$ cat src/rtl/logic_4b_arbiter_pkg.sv
// Shared opcode and FSM state definitions for the 4-bit logic arbiter and its
// bitwise unit.
package logic_4b_arbiter_pkg;

  localparam logic [2:0] OP_AND  = 3'b000;
  localparam logic [2:0] OP_OR   = 3'b001;
  localparam logic [2:0] OP_NAND = 3'b010;
  localparam logic [2:0] OP_NOR  = 3'b011;
  localparam logic [2:0] OP_XOR  = 3'b100;
  localparam logic [2:0] OP_XNOR = 3'b101;
  localparam logic [2:0] OP_NOT  = 3'b110;
  localparam logic [2:0] OP_PASS = 3'b111;

  typedef enum logic [1:0] {
    S_IDLE = 2'd0,
    S_EXEC = 2'd1,
    S_RESP = 2'd2
  } state_t;

endpackage

$ cat src/rtl/logic_4b_unit.sv
// Combinational 4-bit bitwise logic unit shared by all requesters.
// The y operand is ignored for NOT x and PASS x.
module logic_4b_unit
  import logic_4b_arbiter_pkg::*;
(
  input  logic [2:0] op_i,
  input  logic [3:0] x_i,
  input  logic [3:0] y_i,
  output logic [3:0] o_o
);

  always_comb begin
    o_o = x_i;
    case (op_i)
      OP_AND:  o_o = x_i & y_i;
      OP_OR:   o_o = x_i | y_i;
      OP_NAND: o_o = ~(x_i & y_i);
      OP_NOR:  o_o = ~(x_i | y_i);
      OP_XOR:  o_o = x_i ^ y_i;
      OP_XNOR: o_o = ~(x_i ^ y_i);
      OP_NOT:  o_o = ~x_i;
      OP_PASS: o_o = x_i;
      default: o_o = x_i;
    endcase
  end

endmodule

$ cat src/rtl/logic_4b_arbiter.sv
// Round-robin arbiter that shares one 4-bit logic unit between NUM_REQ
// requesters; one transaction at a time through IDLE -> EXEC -> RESP.
module logic_4b_arbiter
  import logic_4b_arbiter_pkg::*;
#(
  parameter int NUM_REQ = 4,
  parameter int ID_W    = 2
) (
  input  logic                 clk,
  input  logic                 rst_n,
  input  logic [NUM_REQ-1:0]   req_valid,
  output logic [NUM_REQ-1:0]   req_ready,
  input  logic [3*NUM_REQ-1:0] req_op,
  input  logic [4*NUM_REQ-1:0] req_x,
  input  logic [4*NUM_REQ-1:0] req_y,
  output logic                 rsp_valid,
  input  logic                 rsp_ready,
  output logic [ID_W-1:0]      rsp_id,
  output logic [3:0]           rsp_data,
  output logic                 busy
);

  state_t            state_q, state_d;
  logic [ID_W-1:0]   last_q;
  logic [ID_W-1:0]   id_q;
  logic [2:0]        op_q;
  logic [3:0]        x_q, y_q;
  logic [3:0]        rsp_data_q;
  logic [ID_W-1:0]   rsp_id_q;
  logic [ID_W-1:0]   win_id;
  logic              win_found;
  logic              accept;
  logic [3:0]        unit_o;

  // Priority search starts just after the last served requester and wraps.
  always_comb begin
    win_found = 1'b0;
    win_id    = last_q;
    for (int k = 1; k <= NUM_REQ; k++) begin
      if (!win_found && req_valid[(int'(last_q) + k) % NUM_REQ]) begin
        win_found = 1'b1;
        win_id    = ID_W'((int'(last_q) + k) % NUM_REQ);
      end
    end
  end

  assign accept = (state_q == S_IDLE) && win_found;

  always_ff @(posedge clk or negedge rst_n) begin
    if (!rst_n) begin
      state_q <= S_IDLE;
    end else begin
      state_q <= state_d;
    end
  end

  always_comb begin
    state_d = state_q;
    case (state_q)
      S_IDLE:  if (win_found) state_d = S_EXEC;
      S_EXEC:  state_d = S_RESP;
      S_RESP:  if (rsp_ready) state_d = S_IDLE;
      default: state_d = S_IDLE;
    endcase
  end

  always_comb begin
    req_ready = '0;
    if (accept) req_ready[win_id] = 1'b1;
    busy      = (state_q != S_IDLE);
    rsp_valid = (state_q == S_RESP);
  end

  // Operand latches carry no reset; they are only read after an accept.
  always_ff @(posedge clk) begin
    if (accept) begin
      id_q <= win_id;
      op_q <= req_op[3*win_id +: 3];
      x_q  <= req_x[4*win_id +: 4];
      y_q  <= req_y[4*win_id +: 4];
    end
  end

  logic_4b_unit u_unit (
    .op_i (op_q),
    .x_i  (x_q),
    .y_i  (y_q),
    .o_o  (unit_o)
  );

  always_ff @(posedge clk or negedge rst_n) begin
    if (!rst_n) begin
      rsp_data_q <= 4'b0000;
      rsp_id_q   <= '0;
      last_q     <= ID_W'(NUM_REQ - 1);
    end else begin
      if (state_q == S_EXEC) begin
        rsp_data_q <= unit_o;
        rsp_id_q   <= id_q;
      end
      if (state_q == S_RESP && rsp_ready) last_q <= rsp_id_q;
    end
  end

  assign rsp_data = rsp_data_q;
  assign rsp_id   = rsp_id_q;

endmodule

$ cat config.mk
export PLATFORM = sky130hd
export DESIGN_NAME = logic_4b_arbiter
export DESIGN_NICKNAME = d
export VERILOG_FILES = /design/src/rtl/logic_4b_arbiter_pkg.sv /design/src/rtl/logic_4b_unit.sv /design/src/rtl/logic_4b_arbiter.sv
export SDC_FILE = /design/constraint.sdc
export NUM_CORES = 1
export LEC_CHECK = 0
export ABC_AREA = 1
export CAP_MARGIN = 20
export CORE_MARGIN = 4
export CORE_UTILIZATION = 48
export DETAILED_ROUTE_END_ITERATION = 10
export PLACE_DENSITY = 0.89
export SYNTH_ARGS = -nofsm -noshare
export SYNTH_HDL_FRONTEND = slang
export SYNTH_HIERARCHICAL = 1
export SYNTH_SLANG_ARGS = --single-unit
$ cat constraint.sdc
create_clock -name clk -period 3.9 [get_ports clk]
set_input_delay 0.975 -clock clk [delete_from_list [all_inputs] [get_ports clk]]
set_output_delay 0.975 -clock clk [all_outputs]
set_load 0.1 [all_outputs]
==> flow_summary_export.csv, run 1 <==
group,metric,value,unit
worst_hold_path,holdPathStages,1,
die,die_area,0.005931,mm^2
clock_network,postCtsHoldBufs,0,
finish,drive_gt1_share,12.99,%
drt,wl,5.500,mm
finish,area.growth.synth_to_final,29.12,%
global_route,antenna_found_initial,0,
global_route,grt_pass1_wl,9.591,mm
die,row_count,24,
sta,max_freq,0.2697,GHz
placement,place_hpwl,4.332,mm
outcome,status,"finished clean",
synth,yosys_warnings,6,
sta,tightest_slew,0.9684,ns
synth,synth-seq-area-share,28.13,%
synth,syn_inst,330,
setup_path,cp_cell_sequence,"clkdlybuf4s50_1, nand2_1, nand2_1, nand2_2, nand2_4, nor2_1, nand3b_1, nand3_1, inv_2, nand2_1, nor2_2, buf_12",
setup_path,required,2.92,ns
finish,post-route-util,65.97,%
finish,stdcell_count,437,
sta,finalCriticalPeriod,3.708,ns
finish,n_antenna_cell,0,
global_route,grt_max_degree,23,
worst_hold_path,worstHoldStart,"rsp_data[1]",
die,die_h,77.01,um
clock_network,clockBufferDepth,2,
setup_path,path_common_cell,"nand2_1",
clock_network,clk_latency,0.26,ns
finish,final_common_cell,"nand2_1",
sta,relSlewSlack,35.24,%
setup_path,r2r_start,"last_q[0]",
setup_path,crit_type,"in -> out",
sta,hold_viol,0,
sta,tns,0,ns
placement,gp_congestion,0.8672,
die,io_pins,63,
setup_path,rr_worst_depth,12,
setup_path,reg2reg_slack,1.59,ns
placement,placedCellCount,433,
setup_path,critPathMaxFanout,6,
die,coreArea,0.004474,mm^2
sta,final-setup-viol-count,0,
clock_network,clock-sinks,23,
setup_path,cp_slowest_stage_delay,0.50,ns
sta,post-route-period-util,95.07,%
clock_network,numCtsBuffers,3,
drt,via_per_inst,5.293,
drt,first_iter_violations,169,
clock_network,clock-root-buffer,"clkbuf_8",
finish,layout.nets,445,
job,max-cap-violations,0,
drt,num_vias,2313,
drt,drc,0,
worst_hold_path,min_to,"rsp_data[1]",
drt,dr.pass1.iters,4,
synth,yosysUniqueCellTypes,26,
global_route,grt_pass1_vias,2166,
synth,postSynthAreaPerCell,6.927,um^2
setup_path,start_kind,"input pin",
setup_path,critPathBufInv,3,
synth,ys_ff_latch,23,
global_route,grtUsageTotal,19.13,%
drt,ant_nets,0,
clock_network,cts_tree,"yes",
worst_hold_path,hold_path_class,"reg -> reg",
synth,synth_fp_nets,389,
setup_path,r2r-end,"y_q[2]",
sta,clock_skew,0.004358,ns
finish,layout_common_cells,"nand2_1 (73), nand3_1 (58), inv_1 (57), clkdlybuf4s50_1 (57), nand4_1 (21)",
die,fp.dieW,77.01,um
synth,syn_area,0.002286,mm^2
global_route,grt_overflow,0,
setup_path,cp_data_arrival_time,2.73,ns
placement,portBuffers,62,
setup_path,slowest_stage,"clkdlybuf4s50_1",
sta,slew_violations,0,
setup_path,cp-end-kind,"primary output",
drt,wl_per_cell,12.59,um
clock_network,clk_pin_slew_worst_paths,0.08,ns
sta,rsz0062_at_grt,"no",
setup_path,critPathTopFamily,"simple AND/OR/NAND/NOR gates",
die,initial_core_util,51.09,%
setup_path,crit_cells,12,
clock_network,htreeDepth,1,
==> worst reg2reg max path: stages, from the launching register on <==
cell and delay, ns:
dfstp_2 0.70, inv_2 0.17, nand2_1 0.11, nand2_2 0.08, nand2_2 0.11, nand2_4 0.08
inv_4 0.09, nand2_2 0.08, nand2_4 0.08, buf_4 0.25, nand3b_1 0.14, nand3_1 0.11
nand2_1 0.06
==> logic make-up (layout without fill, tap and decap cells) <==
family          Yosys count  after routing  synth area share, %
compound gates            7              7                1.642
buf+inv                  81            136                17.68
fa+ha+maj                 8              8                4.379
flops                    23             23                28.13
simple gates            206            206                45.70
mux                       5              5                2.463
==> cell usage after synthesis <==
library cell	instances	share of area, %
nor2_2	1	0.27
edfxtp_1	13	17
buf_6	8	3.9
nand3_4	2	1.5
nor2_1	20	3.3
nor3_2	1	0.44
nand2_2	11	3.0
dfstp_2	2	2.3
inv_4	1	0.27
buf_2	3	0.66
inv_2	5	0.82
buf_4	4	1.3
dfrtp_1	8	8.8
inv_1	58	9.5
inv_8	1	0.49
ha_1	8	4.4
a21oi_1	2	0.44
nand3_1	58	13
nand2_4	3	1.5
nand2_1	73	12
buf_8	1	0.66
o21ai_0	4	0.88
nand3b_1	16	5.3
mux2_2	5	2.5
nand4_1	21	5.7
o21bai_1	1	0.33
==> routing by layer <==
layer  track usage, %  part of all wire [%]  up-vias
met5                0                     0        -
met4            5.694                   1.5        0
met3            3.162                   6.9        8
met2            33.45                    51       77
met1            24.16                    41     1056
li1                 -                     -     1172
==> sequential cells by signal (all words and copies together), names as in the netlist <==
signal    flops
rsp_data      4
x_q           4
y_q           4
op_q          3
id_q          2
last_q        2
rsp_id        2
state_q       2
==> worst max-delay path by stage <==
stage	start	endpoint	slack [ns]
global route	req_valid[0]	req_ready[3]	0.07
detailed placement	req_valid[0]	req_ready[3]	0.12
CTS	req_valid[0]	req_ready[0]	0.09
floorplan	req_valid[0]	req_ready[0]	-0.26
global placement	req_valid[0]	req_ready[0]	0.20
finish	req_valid[0]	req_ready[0]	0.19
==> per-stage QoR <==
step / hold slack, ns / instance area, um^2 / setup WS (ns)
3_3_place_gp: 0.4668 / 2897 / 0.2040
3_5_place_dp: 0.4760 / 2897 / 0.1197
5_1_grt: 0.5209 / 2952 / 0.06898
2_1_floorplan: 0.4555 / 2286 / -0.2610
4_1_cts: 0.5129 / 2942 / 0.09399
6_report: 0.5087 / 2952 / 0.1922
==> layout make-up <==
| class | count | area [um^2] |
|---|---|---|
| Fill cell | 373 | 1523 |
| Inverter | 65 | 254.0 |
| Multi-Input combinational cell | 226 | 1249 |
| Clock buffer | 4 | 45.04 |
| Tap cell | 52 | 65.06 |
| Sequential cell | 23 | 643.1 |
| Timing Repair Buffer | 67 | 695.7 |
==> timing repair <==
action	CTS	global route
setup endpoints to repair	0	4
gates resized for setup	0	5
buffers inserted	0	0
Power of run 1 is left out: the tool's default activity adds up to more than one toggle a clock period on the data nets, which glitch-free logic cannot reach.
==> inputs of run 2 (changes only) <==
CTS_BUF_LIST = sky130_fd_sc_hd__clkbuf_16   (was unset)
==> flow_summary_export.csv, run 2 (synthesized netlist as in run 1, its figures left out) <==
group,metric,value,unit
outcome,status,"finished clean",
sta,post-route-period-util,96.08,%
die,row_count,24,
sta,relSlewSlack,35.17,%
die,die_h,77.01,um
global_route,grtUsageTotal,19.32,%
sta,tightest_slew,0.9694,ns
global_route,grt_overflow,0,
die,coreArea,0.004474,mm^2
sta,max_freq,0.2669,GHz
sta,clock_skew,0.003816,ns
finish,final_common_cell,"nand2_1",
finish,layout_common_cells,"nand2_1 (73), nand3_1 (58), inv_1 (58)",
setup_path,cp_cell_sequence,"clkdlybuf4s50_1, nand2_1, nand2_1, nand2_2, nand2_4, nor2_1, nand3b_1, nand3_1, inv_2, nand2_1, nor2_1, buf_12",
setup_path,cp-end-kind,"primary output",
sta,rsz0062_at_grt,"no",
die,initial_core_util,51.09,%
global_route,grt_pass1_vias,2179,
sta,worst_slack,0.1528,ns
placement,placedCellCount,433,
die,io_pins,63,
placement,gp_congestion,0.8672,
finish,area.growth.synth_to_final,30.38,%
setup_path,cp_data_arrival_time,2.77,ns
sta,hold_viol,0,
clock_network,postCtsSetupRepairBufs,0,
die,fp.dieW,77.01,um
clock_network,cts_tree,"yes",
clock_network,clk_latency,0.25,ns
global_route,antenna_found_initial,0,
finish,stdcell_count,437,
drt,first_iter_violations,176,
global_route,grt_max_degree,23,
clock_network,clock-root-buffer,"clkbuf_16",
setup_path,critPathMaxFanout,6,
global_route,grt_pass1_wl,9.542,mm
drt,drc,0,
setup_path,required,2.92,ns
placement,portBuffers,62,
finish,drive_gt1_share,12.47,%
die,die_area,0.005931,mm^2
clock_network,cts_resized,0,
setup_path,crit_type,"in -> out",
setup_path,path_common_cell,"nand2_1",
sta,final-setup-viol-count,0,
drt,wl_per_cell,12.57,um
finish,layout.nets,445,
drt,via_per_inst,5.238,
job,max-cap-violations,0,
sta,finalCriticalPeriod,3.747,ns
clock_network,clockBufferDepth,2,
clock_network,postCtsHoldBufs,0,
clock_network,clock-sinks,23,
finish,n_antenna_cell,0,
sta,slew_violations,0,
setup_path,slowest_stage,"clkdlybuf4s50_1",
setup_path,start_kind,"input pin",
drt,wl,5.491,mm
sta,tns,0,ns
clock_network,clk_pin_slew_worst_paths,0.06,ns
drt,dr.pass1.iters,4,
drt,num_vias,2289,
placement,place_hpwl,4.332,mm
placement,place_ws,0.1197,ns
drt,ant_nets,0,
setup_path,cp_slowest_stage_delay,0.49,ns
clock_network,numCtsBuffers,3,
clock_network,htreeDepth,1,
worst_hold_path,hold_path_class,"reg -> reg",
## run 2: cell count changes in the layout (fill, tap and decap cells not counted)
cell       change
clkbuf_16      +3
clkbuf_8       -3
nor2_1         +2
nor2_2         -2
clkbuf_1       -1
inv_1          +1
## run 2: final timing paths
path	end	slack [ns]	depth (start not counted)	startpoint
min in group asynchronous	state_q[1]	1.03	1	rst_n
max	req_ready[0]	0.15	12	req_valid[0]
max in group asynchronous	last_q[1]	2.54	1	rst_n
min reg2reg	rsp_id[1]	0.49	1	id_q[1]
max reg2reg	op_q[0]	1.62	12	last_q[0]
min	rsp_id[1]	0.49	1	id_q[1]
## run 2: cell type report
type	count	area (um^2)
Clock buffer	3	75.07
Multi-Input combinational cell	226	1244
Tap cell	52	65.06
Timing Repair Buffer	67	695.7
Inverter	65	254.0
Sequential cell	23	643.1
Fill cell	372	1494
Clock inverter	1	3.754
## run 2: layer usage
| layer | track usage [%] | wire length (um) | up-vias |
|---|---|---|---|
| met3 | 3.864 | 414 | 12 |
| met1 | 23.45 | 2252 | 1026 |
| met4 | 7.651 | 126 | 0 |
| met2 | 33.45 | 2698 | 79 |
| met5 | 0 | 0 | - |
| li1 | - | - | 1172 |
## run 2: critical path: cells and delay by family
| family | cells | cell delay, ns |
|---|---|---|
| buf+inv | 3 | 0.83 |
| simple gates | 9 | 0.96 |
## run 2: metrics by stage
stage	area, um^2	util [%]	hold slack (ns)
after floorplan	2286	-	0.4555
after global placement	2897	64.74	0.4668
after detailed placement	2897	64.74	0.4760
after CTS	2975	66.50	0.4890
after global routing	2980	66.61	0.5185
final	2980	66.61	0.4885
Power of run 2 is left out for the same reason.
